--- src/rtl/ula_pkg.sv ---
// ula_pkg: shared constants and types for the ula_seq16 slice-sequenced ALU.
//   NIB_W      : width of one ALU slice (4 bits)
//   mode_e     : op_m encoding (LOGIC / ARITH)
//   S_*        : op_s encodings for logic and arithmetic operations
//   state_e    : controller FSM states (IDLE / RUN / DONE)
package ula_pkg;

  localparam int unsigned NIB_W = 4;

  typedef enum logic {
    LOGIC = 1'b0,
    ARITH = 1'b1
  } mode_e;

  // Logic operations (op_m = LOGIC)
  localparam logic [3:0] S_AND  = 4'h0;
  localparam logic [3:0] S_OR   = 4'h1;
  localparam logic [3:0] S_XOR  = 4'h2;
  localparam logic [3:0] S_NAND = 4'h3;
  localparam logic [3:0] S_NOR  = 4'h4;
  localparam logic [3:0] S_XNOR = 4'h5;
  localparam logic [3:0] S_NOTA = 4'h6;
  localparam logic [3:0] S_NOTB = 4'h7;

  // Arithmetic operations (op_m = ARITH)
  localparam logic [3:0] S_ADD  = 4'h0;
  localparam logic [3:0] S_SUB  = 4'h1;
  localparam logic [3:0] S_RSUB = 4'h2;
  localparam logic [3:0] S_INCA = 4'h3;
  localparam logic [3:0] S_DECA = 4'h4;
  localparam logic [3:0] S_INCB = 4'h5;
  localparam logic [3:0] S_DECB = 4'h6;

  typedef enum logic [1:0] {
    IDLE = 2'd0,
    RUN  = 2'd1,
    DONE = 2'd2
  } state_e;

endpackage

--- src/rtl/ula_seq16_if.sv ---
// ula_seq16_if: request/result bundle between a requester and ula_seq16.
//   master : drives start, op_m, op_s, op_a, op_b, cin; observes results
//   slave  : the ALU controller side
//   start/op_* /cin : operation request (sampled when the ALU is idle)
//   busy/done       : status; done is a one-cycle completion pulse
//   result/cout/equal : registered operation outputs
// Optional ULA_SEQ16_FLAGS_EN adds zero (result == 0) and neg (result MSB).
interface ula_seq16_if #(
  parameter int unsigned NIBBLES = 4
);
  localparam int unsigned W = 4 * NIBBLES;

  logic         start;
  logic         op_m;
  logic [3:0]   op_s;
  logic [W-1:0] op_a;
  logic [W-1:0] op_b;
  logic         cin;
  logic         busy;
  logic         done;
  logic [W-1:0] result;
  logic         cout;
  logic         equal;
`ifdef ULA_SEQ16_FLAGS_EN
  logic         zero;
  logic         neg;
`endif

  modport master (
    output start, op_m, op_s, op_a, op_b, cin,
`ifdef ULA_SEQ16_FLAGS_EN
    input  zero, neg,
`endif
    input  busy, done, result, cout, equal
  );

  modport slave (
    input  start, op_m, op_s, op_a, op_b, cin,
`ifdef ULA_SEQ16_FLAGS_EN
    output zero, neg,
`endif
    output busy, done, result, cout, equal
  );

endinterface

--- src/rtl/ula_nibble_slice.sv ---
// ula_nibble_slice: purely combinational 4-bit ALU slice.
//   a, b : nibble operands      m  : mode (LOGIC / ARITH)
//   s    : operation select     ci : carry-in (add) or borrow-in (sub)
//   f    : nibble result        co : carry-out or borrow-out
//   eq   : a == b
// Only logic ops and add/sub/reverse-sub are handled here; all other
// selects produce f = 0, co = 0.
module ula_nibble_slice
  import ula_pkg::*;
(
  input  logic [3:0] a,
  input  logic [3:0] b,
  input  logic       m,
  input  logic [3:0] s,
  input  logic       ci,
  output logic [3:0] f,
  output logic       co,
  output logic       eq
);

  logic [4:0] tmp;

  always_comb begin
    f   = '0;
    co  = 1'b0;
    tmp = '0;
    if (m == ARITH) begin
      // 5-bit arithmetic: bit 4 is the carry for add and the borrow
      // (result went negative) for the subtracts.
      case (s)
        S_ADD:   tmp = {1'b0, a} + {1'b0, b} + {4'b0, ci};
        S_SUB:   tmp = {1'b0, a} - {1'b0, b} - {4'b0, ci};
        S_RSUB:  tmp = {1'b0, b} - {1'b0, a} - {4'b0, ci};
        default: tmp = '0;
      endcase
      f  = tmp[3:0];
      co = tmp[4];
    end else begin
      case (s)
        S_AND:   f = a & b;
        S_OR:    f = a | b;
        S_XOR:   f = a ^ b;
        S_NAND:  f = ~(a & b);
        S_NOR:   f = ~(a | b);
        S_XNOR:  f = ~(a ^ b);
        S_NOTA:  f = ~a;
        S_NOTB:  f = ~b;
        default: f = '0;
      endcase
    end
  end

  assign eq = (a == b);

endmodule

--- src/rtl/ula_seq16.sv ---
// ula_seq16: W-bit ALU (W = 4*NIBBLES) built by running one 4-bit slice
// over the operands, least-significant nibble first, one nibble per cycle.
//   clk, rst_n : clock, asynchronous active-low reset
//   bus        : ula_seq16_if slave port (request in, registered results out)
// Optional ULA_SEQ16_FLAGS_EN adds registered zero/neg result flags.
module ula_seq16
  import ula_pkg::*;
#(
  parameter int unsigned NIBBLES = 4
) (
  input  logic clk,
  input  logic rst_n,
  ula_seq16_if.slave bus
);

  localparam int unsigned W  = NIB_W * NIBBLES;
  localparam int unsigned IW = (NIBBLES > 1) ? $clog2(NIBBLES) : 1;
  localparam logic [IW-1:0] LAST = IW'(NIBBLES - 1);

  state_e        state_q, state_d;
  logic [IW-1:0] idx_q, idx_d;
  logic          m_q, m_d;
  logic [3:0]    s_q, s_d;
  logic          za_q, za_d, zb_q, zb_d;
  logic [W-1:0]  a_q, a_d, b_q, b_d;
  logic          carry_q, carry_d;
  logic          eq_q, eq_d;
  logic [W-1:0]  acc_q, acc_d;
  logic [W-1:0]  result_q, result_d;
  logic          cout_q, cout_d;
  logic          equal_q, equal_d;
  logic          busy_q, busy_d;
  logic          done_q, done_d;
`ifdef ULA_SEQ16_FLAGS_EN
  logic          zero_q, zero_d;
  logic          neg_q, neg_d;
`endif

  logic [3:0] map_s;
  logic       map_za, map_zb, map_ci;
  logic [3:0] nib_a, nib_b, slice_f;
  logic       slice_co, slice_eq, nib_eq;

  // Inc/dec become add/sub against a masked (zero) operand with carry-in 1.
  // B+1 = 0+B+1 and B-1 = B-0-1 (reverse subtract), so B stays in the b
  // lane and only a masking flag is stored, keeping the original operands
  // intact for the equality accumulation.
  always_comb begin
    map_s  = bus.op_s;
    map_za = 1'b0;
    map_zb = 1'b0;
    map_ci = bus.cin;
    if (bus.op_m == ARITH) begin
      case (bus.op_s)
        S_INCA:  begin map_s = S_ADD;  map_zb = 1'b1; map_ci = 1'b1; end
        S_DECA:  begin map_s = S_SUB;  map_zb = 1'b1; map_ci = 1'b1; end
        S_INCB:  begin map_s = S_ADD;  map_za = 1'b1; map_ci = 1'b1; end
        S_DECB:  begin map_s = S_RSUB; map_za = 1'b1; map_ci = 1'b1; end
        default: ;
      endcase
    end else begin
      map_ci = 1'b0;
    end
  end

  assign nib_a = za_q ? '0 : a_q[NIB_W-1:0];
  assign nib_b = zb_q ? '0 : b_q[NIB_W-1:0];

  ula_nibble_slice u_slice (
    .a  (nib_a),
    .b  (nib_b),
    .m  (m_q),
    .s  (s_q),
    .ci (carry_q),
    .f  (slice_f),
    .co (slice_co),
    .eq (slice_eq)
  );

  // With a lane masked the slice compares against zero, so equality of the
  // original operands is taken directly in that case.
  assign nib_eq = (za_q | zb_q) ? (a_q[NIB_W-1:0] == b_q[NIB_W-1:0]) : slice_eq;

  always_comb begin
    state_d  = state_q;
    idx_d    = idx_q;
    m_d      = m_q;
    s_d      = s_q;
    za_d     = za_q;
    zb_d     = zb_q;
    a_d      = a_q;
    b_d      = b_q;
    carry_d  = carry_q;
    eq_d     = eq_q;
    acc_d    = acc_q;
    result_d = result_q;
    cout_d   = cout_q;
    equal_d  = equal_q;
`ifdef ULA_SEQ16_FLAGS_EN
    zero_d   = zero_q;
    neg_d    = neg_q;
`endif
    case (state_q)
      IDLE: begin
        if (bus.start) begin
          state_d = RUN;
          idx_d   = '0;
          m_d     = bus.op_m;
          s_d     = map_s;
          za_d    = map_za;
          zb_d    = map_zb;
          a_d     = bus.op_a;
          b_d     = bus.op_b;
          carry_d = map_ci;
          eq_d    = 1'b1;
          acc_d   = '0;
        end
      end
      RUN: begin
        a_d     = a_q >> NIB_W;
        b_d     = b_q >> NIB_W;
        carry_d = slice_co;
        eq_d    = eq_q & nib_eq;
        acc_d   = {slice_f, acc_q[W-1:NIB_W]};
        idx_d   = idx_q + 1'b1;
        if (idx_q == LAST) begin
          state_d  = DONE;
          idx_d    = '0;
          result_d = acc_d;
          cout_d   = slice_co;
          equal_d  = eq_d;
`ifdef ULA_SEQ16_FLAGS_EN
          zero_d   = (acc_d == '0);
          neg_d    = acc_d[W-1];
`endif
        end
      end
      DONE:    state_d = IDLE;
      default: state_d = IDLE;
    endcase
    busy_d = (state_d != IDLE);
    done_d = (state_d == DONE);
  end

  always_ff @(posedge clk or negedge rst_n) begin
    if (!rst_n) begin
      state_q  <= IDLE;
      idx_q    <= '0;
      m_q      <= 1'b0;
      s_q      <= '0;
      za_q     <= 1'b0;
      zb_q     <= 1'b0;
      a_q      <= '0;
      b_q      <= '0;
      carry_q  <= 1'b0;
      eq_q     <= 1'b0;
      acc_q    <= '0;
      result_q <= '0;
      cout_q   <= 1'b0;
      equal_q  <= 1'b0;
      busy_q   <= 1'b0;
      done_q   <= 1'b0;
`ifdef ULA_SEQ16_FLAGS_EN
      zero_q   <= 1'b0;
      neg_q    <= 1'b0;
`endif
    end else begin
      state_q  <= state_d;
      idx_q    <= idx_d;
      m_q      <= m_d;
      s_q      <= s_d;
      za_q     <= za_d;
      zb_q     <= zb_d;
      a_q      <= a_d;
      b_q      <= b_d;
      carry_q  <= carry_d;
      eq_q     <= eq_d;
      acc_q    <= acc_d;
      result_q <= result_d;
      cout_q   <= cout_d;
      equal_q  <= equal_d;
      busy_q   <= busy_d;
      done_q   <= done_d;
`ifdef ULA_SEQ16_FLAGS_EN
      zero_q   <= zero_d;
      neg_q    <= neg_d;
`endif
    end
  end

  assign bus.busy   = busy_q;
  assign bus.done   = done_q;
  assign bus.result = result_q;
  assign bus.cout   = cout_q;
  assign bus.equal  = equal_q;
`ifdef ULA_SEQ16_FLAGS_EN
  assign bus.zero   = zero_q;
  assign bus.neg    = neg_q;
`endif

endmodule

--- src/flat_wrapper.sv ---
// flat-port wrapper written by rule: the top's interface ports become plain ports
module ula_seq16_flat import ula_pkg::*;
#(
  parameter int unsigned NIBBLES = 4
)
  (clk, rst_n, bus_start, bus_op_m, bus_op_s, bus_op_a, bus_op_b, bus_cin, bus_busy, bus_done, bus_result, bus_cout, bus_equal);
  ula_seq16_if #(.NIBBLES(NIBBLES)) bus_i ();
  input  logic clk;
  input  logic rst_n;
  input wire logic [$bits(bus_i.start)-1:0] bus_start;
  input wire logic [$bits(bus_i.op_m)-1:0] bus_op_m;
  input wire logic [$bits(bus_i.op_s)-1:0] bus_op_s;
  input wire logic [$bits(bus_i.op_a)-1:0] bus_op_a;
  input wire logic [$bits(bus_i.op_b)-1:0] bus_op_b;
  input wire logic [$bits(bus_i.cin)-1:0] bus_cin;
  output wire logic [$bits(bus_i.busy)-1:0] bus_busy;
  output wire logic [$bits(bus_i.done)-1:0] bus_done;
  output wire logic [$bits(bus_i.result)-1:0] bus_result;
  output wire logic [$bits(bus_i.cout)-1:0] bus_cout;
  output wire logic [$bits(bus_i.equal)-1:0] bus_equal;
  assign bus_i.start = bus_start;
  assign bus_i.op_m = bus_op_m;
  assign bus_i.op_s = bus_op_s;
  assign bus_i.op_a = bus_op_a;
  assign bus_i.op_b = bus_op_b;
  assign bus_i.cin = bus_cin;
  assign bus_busy = bus_i.busy;
  assign bus_done = bus_i.done;
  assign bus_result = bus_i.result;
  assign bus_cout = bus_i.cout;
  assign bus_equal = bus_i.equal;
  ula_seq16 #(.NIBBLES(NIBBLES)) u_core (.clk(clk), .rst_n(rst_n), .bus(bus_i));
endmodule
--- config.mk ---
export PLATFORM = sky130hd
export DESIGN_NAME = ula_seq16_flat
export DESIGN_NICKNAME = d
export VERILOG_FILES = /design/src/rtl/ula_pkg.sv /design/src/rtl/ula_seq16_if.sv /design/src/rtl/ula_nibble_slice.sv /design/src/rtl/ula_seq16.sv /design/src/flat_wrapper.sv
export SDC_FILE = /design/constraint.sdc
export NUM_CORES = 1
export LEC_CHECK = 0
export ABC_AREA = 1
export CAP_MARGIN = 20
export CORE_MARGIN = 5
export CORE_UTILIZATION = 45
export CTS_CLUSTER_SIZE = 30
export DETAILED_ROUTE_END_ITERATION = 8
export PLACE_DENSITY_LB_ADDON = 0.25
export SYNTH_ARGS = -nofsm -noshare
export SYNTH_HDL_FRONTEND = slang
export SYNTH_SLANG_ARGS = --single-unit
--- constraint.sdc ---
create_clock -name clk -period 3.77 [get_ports clk]
set_input_delay 0.754 -clock clk [delete_from_list [all_inputs] [get_ports clk]]
set_output_delay 0.754 -clock clk [all_outputs]
set_load 0.1 [all_outputs]
==> results.md, run 1 <==
* Period minus WS final at 2710 ps
* Synth top area cells: dfrtp_1 (45%), nand2_1 (11%), inv_1 (6.9%)
* Synth Area per Inst at 7.92 um2
* IO buf count at 60
* R2R depth at 11
* Unique masters post-synth at 32
* FMAX at 369 MHz
* Clock Sinks at 77
* Crit start category: flop
* Die height at 107 um
* Slowest-stage cell, CP: fa_1
* Area leader, netlist: dfrtp_1
* Sum Neg Setup Slack at 0 ps
* Std-Cell Rows at 35
* Final Hold Vio Count at 0
* RSZ-0062 raised after global routing: no
* CP top delay family: adder cells
* Crit. path cell count at 11
* H-tree depth at 3
* Area share of the largest cell type after synthesis at 45.2%
* Most frequent cell after synthesis: nand2_1
* Status: finished clean
* Cts repair resizes at 0
* Die width at 107 um
* Post-synth EDFFs at 0
* WS Path Type: reg2reg
* Worst-Skew Late Latency at 350 ps
* Detail Route Antenna Nets at 0
* DRC at 0
* Tot GR Track Use at 18.5%
* Longest Clk Path Bufs at 2
* Final Setup Violations at 0
* Hold Path Stages at 2
* DR WL/cell at 13.8 um
* Seq/Total Area, Yosys at 45.2%
* 1st-iter DRT viols at 169
* TritonRoute pass-1 iters at 5
* Root Buffer: clkbuf_8
* Layout cells sized above 1 at 5.37%
* Synthesis Warnings at 0
* Synth Register Bits at 77
* GPL Wtd Cong at 0.958
* Crit path buf inv count at 1
* Top cells by count, synth: nand2_1 (126), inv_1 (78), dfrtp_1 (77)
* Sequence of cells on the critical path: nor2_1 > inv_1 > fa_1 > fa_1 > or2_1 > nand3_1 > nand2_1 > o21ai_1 > nand2_1 > nand2_1 > nand2_1
* Post-DP HPWL at 7420 um
* Tightest Pin Transition at 973 ps
* Largest net degree at the start of global routing at 78
* Rel. slew slack at 35.0%
* Post-Syn Area at 4260 um2
* Asr flop ratio synth at 100%
* First-pass GRT wire length at 17,000 um
* Vias in the first global route at 3,593
* Clock-pin transition on the worst setup and hold timing paths at 80 ps
* Worst setup EP type: flop
* Storage cell area at 1930 um2
* Num CTS Buffers at 9
* CP max FO at 7
* Worst Hold Class: reg2reg
* Fin. max-slew vios at 0
* Grt total ovfl at 0
* Die area at 11,500 um2
* Core Box Area at 9240 um2
* CP Data Required Time at 4010 ps
* Post-synth top flop: dfrtp_1
* Via/cell ratio at 5.09
* Multi-input gate area at 1920 um2
* Hold-fix buffers, CTS at 0
* Slowest stage delay, CP at 500 ps
* Final period util at 71.9%
* Mapped Cells at 538
* Initial antenna violation count at 0
* Crit-path most repeated cell: nand2_1
* IO Pins at 61
* Final Net Count at 655
* Setup Skew at 9.58 ps
* Initial cell density of the core at 46.1%
* WP data arrival at 2950 ps
* Post-synthesis net count at 602
* Max-Cap Viols at 0
* Area Overhead vs Synth at 20.4%
* CTS tree: built
* Routed wire length at 10,000 um
* FILL cells at 847
* Vias at 3,691
* Diodes inserted at 0
* # Post-CTS Setup Buffers at 0
==> per-layer routing <==
layer | vias up | GRT usage, % | part of all wire (%)
met5 | - | 0 | 0
met4 | 0 | 6.58 | 2.2
met3 | 21 | 3.84 | 4.9
met2 | 109 | 30.4 | 48
met1 | 1738 | 24.2 | 45
li1 | 1823 | - | -
==> through the flow <==
stage / instances / hold WS, ps / instance area, um2 / worst slack, ps / utilization [%]
6_report: 725 / 488 / 5130 / 1060 / 55.5
5_1_grt: 725 / 516 / 5130 / 818 / 55.5
4_1_cts: 725 / 490 / 5130 / 1050 / 55.5
3_5_place_dp: 709 / 472 / 4930 / 1080 / 53.4
3_3_place_gp: 709 / 462 / 4930 / 1120 / 53.4
2_1_floorplan: 538 / 449 / 4260 / 1270 / -
==> registers in the layout (all words and copies together) (netlist names), 2 cells and up <==
| name | cells |
|---|---|
| u_core.a_q | 16 |
| u_core.b_q | 16 |
| u_core.bus.result | 16 |
| u_core.acc_q | 12 |
| u_core.s_q | 4 |
| u_core.idx_q | 2 |
| u_core.state_q | 2 |
==> cells in the final DEF, fill, tap and decap left out <==
| cell type | netlist | routed |
|---|---|---|
| clkbuf_8 | 0 | 9 |
| nor3_1 | 1 | 1 |
| o22ai_1 | 8 | 8 |
| o21ai_1 | 22 | 22 |
| clkinv_2 | 0 | 1 |
| xnor2_1 | 4 | 4 |
| o31ai_1 | 1 | 1 |
| dfrtp_1 | 77 | 77 |
| inv_4 | 2 | 2 |
| nand2_2 | 1 | 1 |
| nand4_1 | 3 | 3 |
| fa_1 | 6 | 6 |
| a21oi_1 | 53 | 53 |
| nor2_8 | 1 | 1 |
| ha_1 | 17 | 17 |
| inv_8 | 0 | 1 |
| nand3b_1 | 2 | 2 |
| nand2_1 | 126 | 126 |
| clkdlybuf4s50_1 | 0 | 59 |
| o221ai_2 | 1 | 1 |
| clkinvlp_4 | 0 | 1 |
| inv_6 | 0 | 1 |
| clkinv_4 | 0 | 1 |
| nor3b_1 | 1 | 1 |
| o21ai_0 | 46 | 46 |
| nor2_1 | 30 | 30 |
| or2_1 | 2 | 2 |
| buf_4 | 4 | 2 |
| clkbuf_1 | 9 | 1 |
| inv_2 | 4 | 4 |
| bufinv_16 | 0 | 1 |
| a22o_1 | 1 | 1 |
| nor2_4 | 4 | 4 |
| nand2_4 | 1 | 1 |
| inv_1 | 78 | 78 |
| nor2_2 | 1 | 1 |
| nand3_1 | 26 | 26 |
==> worst reg2reg max path: stages (launching register included) <==
cell,delay (ps)
dfrtp_1,450
nor2_1,360
inv_1,170
fa_1,500
fa_1,460
or2_1,240
nand3_1,80
nand2_1,50
o21ai_1,110
nand2_1,80
nand2_1,60
nand2_1,50
==> cell type report <==
type / count / share of cell area [%]
Clock buffer: 10 / 2.49
Clock inverter: 6 / 1.39
Inverter: 84 / 6.24
Multi-Input combinational cell: 358 / 37.4
Sequential cell: 77 / 37.6
Tap cell: 129 / 3.15
Timing Repair Buffer: 61 / 11.8
==> final timing paths <==
check                                                        from                                 to  slack [ps]
min in group asynchronous                                   rst_n          u_core.a_q[9]$_DFFE_PN0P_         540
worst min-delay path            u_core.bus.result[10]$_DFFE_PN0P_  u_core.bus.result[10]$_DFFE_PN0P_         490
max in group asynchronous                                   rst_n  u_core.bus.result[10]$_DFFE_PN0P_        2610
worst min register to register  u_core.bus.result[10]$_DFFE_PN0P_  u_core.bus.result[10]$_DFFE_PN0P_         490
worst max register to register            u_core.za_q$_DFFE_PN0P_       u_core.acc_q[14]$_DFFE_PN0P_        1060
worst max-delay path                      u_core.za_q$_DFFE_PN0P_       u_core.acc_q[14]$_DFFE_PN0P_        1060
==> cells by family (layout without fill, tap and decap cells) <==
| family | after synthesis | in the layout | synth area share (%) |
|---|---|---|---|
| simple gates | 199 | 199 | 20.3 |
| compound gates | 132 | 132 | 16.1 |
| buf+inv | 103 | 161 | 9.80 |
| flops | 77 | 77 | 45.2 |
| fa+ha+maj | 23 | 23 | 7.81 |
| xor+xnor | 4 | 4 | 0.822 |
Power of run 1 is left out: the tool's default activity adds up to more than one toggle a clock period on the data nets, which glitch-free logic cannot reach.
==> run 2: changes to the inputs <==
Clock period 3.77 ns to 2.6 ns, I/O delays scaled along.
==> run 2 against run 1 <==
  * Maximum frequency increased by 12%
  * Setup slack got worse by 880 ps
  * Wire length increased by 1.5%
  * Highest routed layer unchanged
==> results.md, run 2 (synthesis results as in run 1) <==
* Status: finished clean (unchanged)
* Reg2reg end: u_core.acc_q[14]$_DFFE_PN0P_ (unchanged)
* Detail Route Antenna Nets at 0 (unchanged)
* Die area at 11,500 um2 (unchanged)
* Die height at 107 um (unchanged)
* TritonRoute pass-1 iters at 4 (was 5)
* Grt total ovfl at 0 (unchanged)
* Slowest stage delay, CP at 460 ps (was 500 ps)
* Final Hold Vio Count at 0 (unchanged)
* Hold Slack at 123 ps (was 488 ps)
* WS Path Type: reg2reg (unchanged)
* Crit path setup slack, layout at 175 ps (was 1060 ps)
* Period minus WS final at 2430 ps (was 2710 ps)
* Most common cell after layout, fill and taps aside: nand2_1 (unchanged)
* Post-Place Cells at 715 (was 709)
* Setup Skew at 9.14 ps (was 9.58 ps)
* Vias in the first global route at 3,625 (was 3,593)
* Hold-fix buffers, CTS at 0 (unchanged)
* R2R depth at 11 (unchanged)
* Initial antenna violation count at 0 (unchanged)
* Crit-path most repeated cell: nand2_1 (unchanged)
* Crit start category: flop (unchanged)
* Rel. slew slack at 43.4% (was 35.0%)
* Largest net degree at the start of global routing at 53 (was 78)
* CP Data Required Time at 2840 ps (was 4010 ps)
* WP data arrival at 2660 ps (was 2950 ps)
* Clock-pin transition on the worst setup and hold timing paths at 80 ps (about the same)
* Clock Sinks at 77 (unchanged)
* Sum Neg Setup Slack at 0 ps (unchanged)
* Crit path buf inv count at 1 (unchanged)
* Initial cell density of the core at 46.1% (unchanged)
* Vias at 3,626 (was 3,691)
* Num CTS Buffers at 9 (unchanged)
* Worst-Skew Late Latency at 340 ps (was 350 ps)
* First-pass GRT wire length at 17,200 um (was 17,000 um)
* Post-DP HPWL at 7820 um (was 7420 um)
* CP top delay family: adder cells (unchanged)
* DR WL/cell at 13.9 um (was 13.8 um)
* GPL Wtd Cong at 0.940 (was 0.958)
* Most frequent cells in the layout: nand2_1 (126), inv_1 (78), dfrtp_1 (76) (was nand2_1 (126), inv_1 (78), dfrtp_1 (77))
* Via/cell ratio at 4.96 (was 5.09)
* Cts repair resizes at 0 (unchanged)
* Longest Clk Path Bufs at 2 (unchanged)
* Routed wire length at 10,200 um (was 10,000 um)
* Tightest Pin Transition at 847 ps (was 973 ps)
* Finished Layout Cells at 731 (was 725)
* # Post-CTS Setup Buffers at 0 (unchanged)
* Final Net Count at 661 (was 655)
* RSZ-0062 raised after global routing: no (unchanged)
* CTS tree: built (unchanged)
* Root Buffer: clkbuf_8 (unchanged)
* Diodes inserted at 0 (unchanged)
* Die width at 107 um (unchanged)
* Std-Cell Rows at 35 (unchanged)
* DRC at 0 (unchanged)
* Worst r2r src: u_core.zb_q$_DFFE_PN0P_ (was u_core.za_q$_DFFE_PN0P_)
* Max-Cap Viols at 0 (unchanged)
* Register-to-register setup slack at 170 ps (was 1060 ps)
* Core Box Area at 9240 um2 (unchanged)
* IO buf count at 60 (unchanged)
* Worst setup EP type: flop (unchanged)
* H-tree depth at 3 (unchanged)
* Post-place setup slack at 156 ps (was 1080 ps)
* Area Overhead vs Synth at 20.0% (was 20.4%)
* Final Setup Violations at 0 (unchanged)
* 1st-iter DRT viols at 174 (was 169)
* CP max FO at 7 (unchanged)
* IO Pins at 61 (unchanged)
* Layout cells sized above 1 at 10.1% (was 5.37%)
* Worst Hold Class: in2async (was reg2reg)
* Slowest-stage cell, CP: fa_1 (unchanged)
* Tot GR Track Use at 18.8% (was 18.5%)
* Sequence of cells on the critical path: nor2_1 > inv_1 > fa_1 > fa_1 > or2_1 > nand3_1 > nand2_1 > o21ai_1 > nand2_1 > nand2_1 > nand2_1 (unchanged)
* Final period util at 93.3% (was 71.9%)
* Fin. max-slew vios at 0 (unchanged)
* FMAX at 412 MHz (was 369 MHz)
==> run 2: cell types whose count changed in the layout (fill, tap and decap cells not counted), sizes merged <==
cell           change
buf               +26
bufinv             -1
clkbuf             -1
clkdlybuf4s50     -20
clkinv             +1
clkinvlp           +1
==> run 2: worst max path at each step <==
stage	to	slack (ps)	cells after the start	from
floorplan	u_core.bus.result[14]$_DFFE_PN0P_	100	11	u_core.za_q$_DFFE_PN0P_
global placement	u_core.bus.result[14]$_DFFE_PN0P_	210	11	u_core.za_q$_DFFE_PN0P_
detailed placement	u_core.acc_q[14]$_DFFE_PN0P_	160	11	u_core.za_q$_DFFE_PN0P_
CTS	u_core.acc_q[14]$_DFFE_PN0P_	150	11	u_core.za_q$_DFFE_PN0P_
global route	u_core.acc_q[14]$_DFFE_PN0P_	9	11	u_core.zb_q$_DFFE_PN0P_
finish	u_core.acc_q[14]$_DFFE_PN0P_	170	11	u_core.zb_q$_DFFE_PN0P_
==> run 2: worst register-to-register path: stages (launching register included) <==
cell and delay [ps]:
dfrtp_1 450, nor2_1 180, inv_1 120, fa_1 460
fa_1 450, or2_1 240, nand3_1 80, nand2_1 60
o21ai_1 110, nand2_1 80, nand2_1 60, nand2_1 50
==> run 2: metal layers <==
layer,GRT usage (%),share of wire [%],vias up
met1,24.7,47,1687
li1,-,-,1837
met4,7.03,2.2,0
met2,30.2,47,83
met3,4.38,4.5,19
met5,0,0,-
==> run 2: area by class of cell <==
| cell class | count | area, um2 |
|---|---|---|
| fillers | 878 | 4130 |
| flip-flops and latches | 77 | 1930 |
| multi-input cells | 358 | 1920 |
| repair buffers | 67 | 601 |
| inverters | 84 | 320 |
| well taps | 129 | 161 |
| clock buffers | 9 | 124 |
| clock inverters | 7 | 60.1 |
==> run 2: per-stage QoR <==
stage / instance area, um2 / utilization [%]
after detailed placement: 4930 / 53.3
after floorplan: 4260 / -
after CTS: 5110 / 55.3
after global placement: 4930 / 53.3
final: 5110 / 55.4
after global routing: 5110 / 55.4
Power of run 2 is left out for the same reason.
==> run 3: changes to the inputs <==
Settings changed: DONT_BUFFER_PORTS set to 1.
==> run 3 against run 2 <==
  * Final cell count decreased by 8.2%
  * Critical path type unchanged
  * Clock skew is 11 ps higher
  * Design area shrank 10%
  * Maximum frequency is 0.54% lower
  * Sequential share of layout area grew 4.1 points
  * Setup slack worse by 13 ps
  * Die area did not move
  * Via count down 5.2%
==> results.md, run 3 (synthesis results as in run 1) <==
* Die width at 107 um (unchanged)
* Rel. slew slack at 36.8% (was 43.4%)
* CP max FO at 7 (unchanged)
* FMAX at 410 MHz (was 412 MHz)
* Slowest-stage cell, CP: fa_1 (unchanged)
* Core Box Area at 9240 um2 (unchanged)
* Root Buffer: clkbuf_8 (unchanged)
* Area Overhead vs Synth at 8.04% (was 20.0%)
* Period minus WS final at 2440 ps (was 2430 ps)
* Worst Hold Class: in2async (unchanged)
* Clock-pin transition on the worst setup and hold timing paths at 100 ps (was 80 ps)
* DR WL/cell at 14.9 um (was 13.9 um)
* Grt total ovfl at 0 (unchanged)
* Tightest Pin Transition at 947 ps (was 847 ps)
* Tot GR Track Use at 18.5% (was 18.8%)
* Detail Route Antenna Nets at 0 (unchanged)
* Most frequent cells in the layout: nand2_1 (126), inv_1 (78), dfrtp_1 (77) (was nand2_1 (126), inv_1 (78), dfrtp_1 (76))
* Most common cell after layout, fill and taps aside: nand2_1 (unchanged)
* Clock Sinks at 77 (unchanged)
* # Post-CTS Setup Buffers at 0 (unchanged)
* Initial antenna violation count at 0 (unchanged)
* Layout cells sized above 1 at 7.20% (was 10.1%)
* Setup Skew at 20.5 ps (was 9.14 ps)
* Num CTS Buffers at 9 (unchanged)
* Largest net degree at the start of global routing at 78 (was 53)
* GPL Wtd Cong at 0.901 (was 0.940)
* Sum Neg Setup Slack at 0 ps (unchanged)
* Max-Cap Viols at 0 (unchanged)
* Status: finished clean (unchanged)
* IO buf count at 0 (was 60)
* IO Pins at 61 (unchanged)
* Routed wire length at 10,000 um (was 10,200 um)
* Final Setup Violations at 0 (unchanged)
* Vias at 3,437 (was 3,626)
* CTS tree: built (unchanged)
* Std-Cell Rows at 35 (unchanged)
* Final Net Count at 601 (was 661)
* WP data arrival at 2680 ps (was 2660 ps)
* Die height at 107 um (unchanged)
* Crit-path most repeated cell: nand2_1 (unchanged)
* Sequence of cells on the critical path: nor2_1 > inv_1 > fa_1 > fa_1 > or2_1 > nand3_1 > nand2_1 > o21ai_1 > nand2_1 > nand2_1 > nand2_1 (unchanged)
* Longest Clk Path Bufs at 2 (unchanged)
* Final core utilization at 49.8% (was 55.4%)
* Final Hold Vio Count at 0 (unchanged)
* RSZ-0062 raised after global routing: no (unchanged)
* Diodes inserted at 0 (unchanged)
* Slowest stage delay, CP at 490 ps (was 460 ps)
* Worst-Skew Late Latency at 360 ps (was 340 ps)
* Worst setup EP type: flop (unchanged)
* Die area at 11,500 um2 (unchanged)
* Initial cell density of the core at 46.1% (unchanged)
* TritonRoute pass-1 iters at 4 (unchanged)
* Vias in the first global route at 3,413 (was 3,625)
* H-tree depth at 3 (unchanged)
* Final period util at 93.8% (was 93.3%)
* First-pass GRT wire length at 16,800 um (was 17,200 um)
* CP Data Required Time at 2840 ps (about the same)
* Fin. max-slew vios at 0 (unchanged)
* 1st-iter DRT viols at 237 (was 174)
* Crit start category: flop (unchanged)
* DRC at 0 (unchanged)
* WS Path Type: reg2reg (unchanged)
* Post-DP HPWL at 7340 um (was 7820 um)
* Via/cell ratio at 5.12 (was 4.96)
## run 3: worst max-delay path, delay by kind of cell, from the launching register on
kind | cells | cell delay [ps]
adder cells (fa/ha/maj) | 2 | 930
AND/OR/NAND/NOR | 7 | 730
flip-flops | 1 | 450
buffers and inverters | 1 | 110
AO/OA/AOI/OAI | 1 | 110
## run 3: worst paths after layout
check	startpoint	end	slack (ps)	cells after the start
worst max-delay path	u_core.za_q$_DFFE_PN0P_	u_core.bus.result[14]$_DFFE_PN0P_	160	11
worst min-delay path	rst_n	u_core.carry_q$_DFFE_PN0P_	60	1
worst max register to register	u_core.za_q$_DFFE_PN0P_	u_core.bus.result[14]$_DFFE_PN0P_	160	11
worst min register to register	u_core.acc_q[12]$_DFFE_PN0P_	u_core.acc_q[12]$_DFFE_PN0P_	490	2
max in group asynchronous	rst_n	u_core.bus.result[14]$_DFFE_PN0P_	2240	1
min in group clk	bus_op_b[13]	u_core.b_q[13]$_DFFE_PN0P_	300	2
## run 3: final cells by class
cell class	count	area (um2)
clock buffer	9	124
timing repair buffer	7	72.6
inverter	84	320
sequential	77	1930
multi-input combinational	358	1920
fill	930	4630
clock inverter	7	80.1
tap	129	161
## run 3: stage by stage
stage / hold slack [ps] / area [um2] / setup WS (ps) / instances
6_report: 59.3 / 4610 / 162 / 671
5_1_grt: 59.8 / 4610 / 6.52 / 671
4_1_cts: 53.9 / 4600 / 164 / 671
3_5_place_dp: 226 / 4370 / 178 / 654
3_3_place_gp: 226 / 4370 / 213 / 654
2_1_floorplan: 224 / 4260 / 103 / 538
## run 3: layer usage
metal	up-vias	global-route usage (%)	part of all wire (%)
li1	1717	-	-
met1	1627	23.9	44
met2	87	30.5	49
met3	6	5.22	6.7
met4	0	5.14	0.96
met5	-	0	0
## run 3: repair_timing
action,CTS,global route
hold endpoints to repair,77,0
gates resized for setup,0,2
hold buffers,1,0
endpoints found under the setup margin,0,3
Power of run 3 is left out for the same reason.
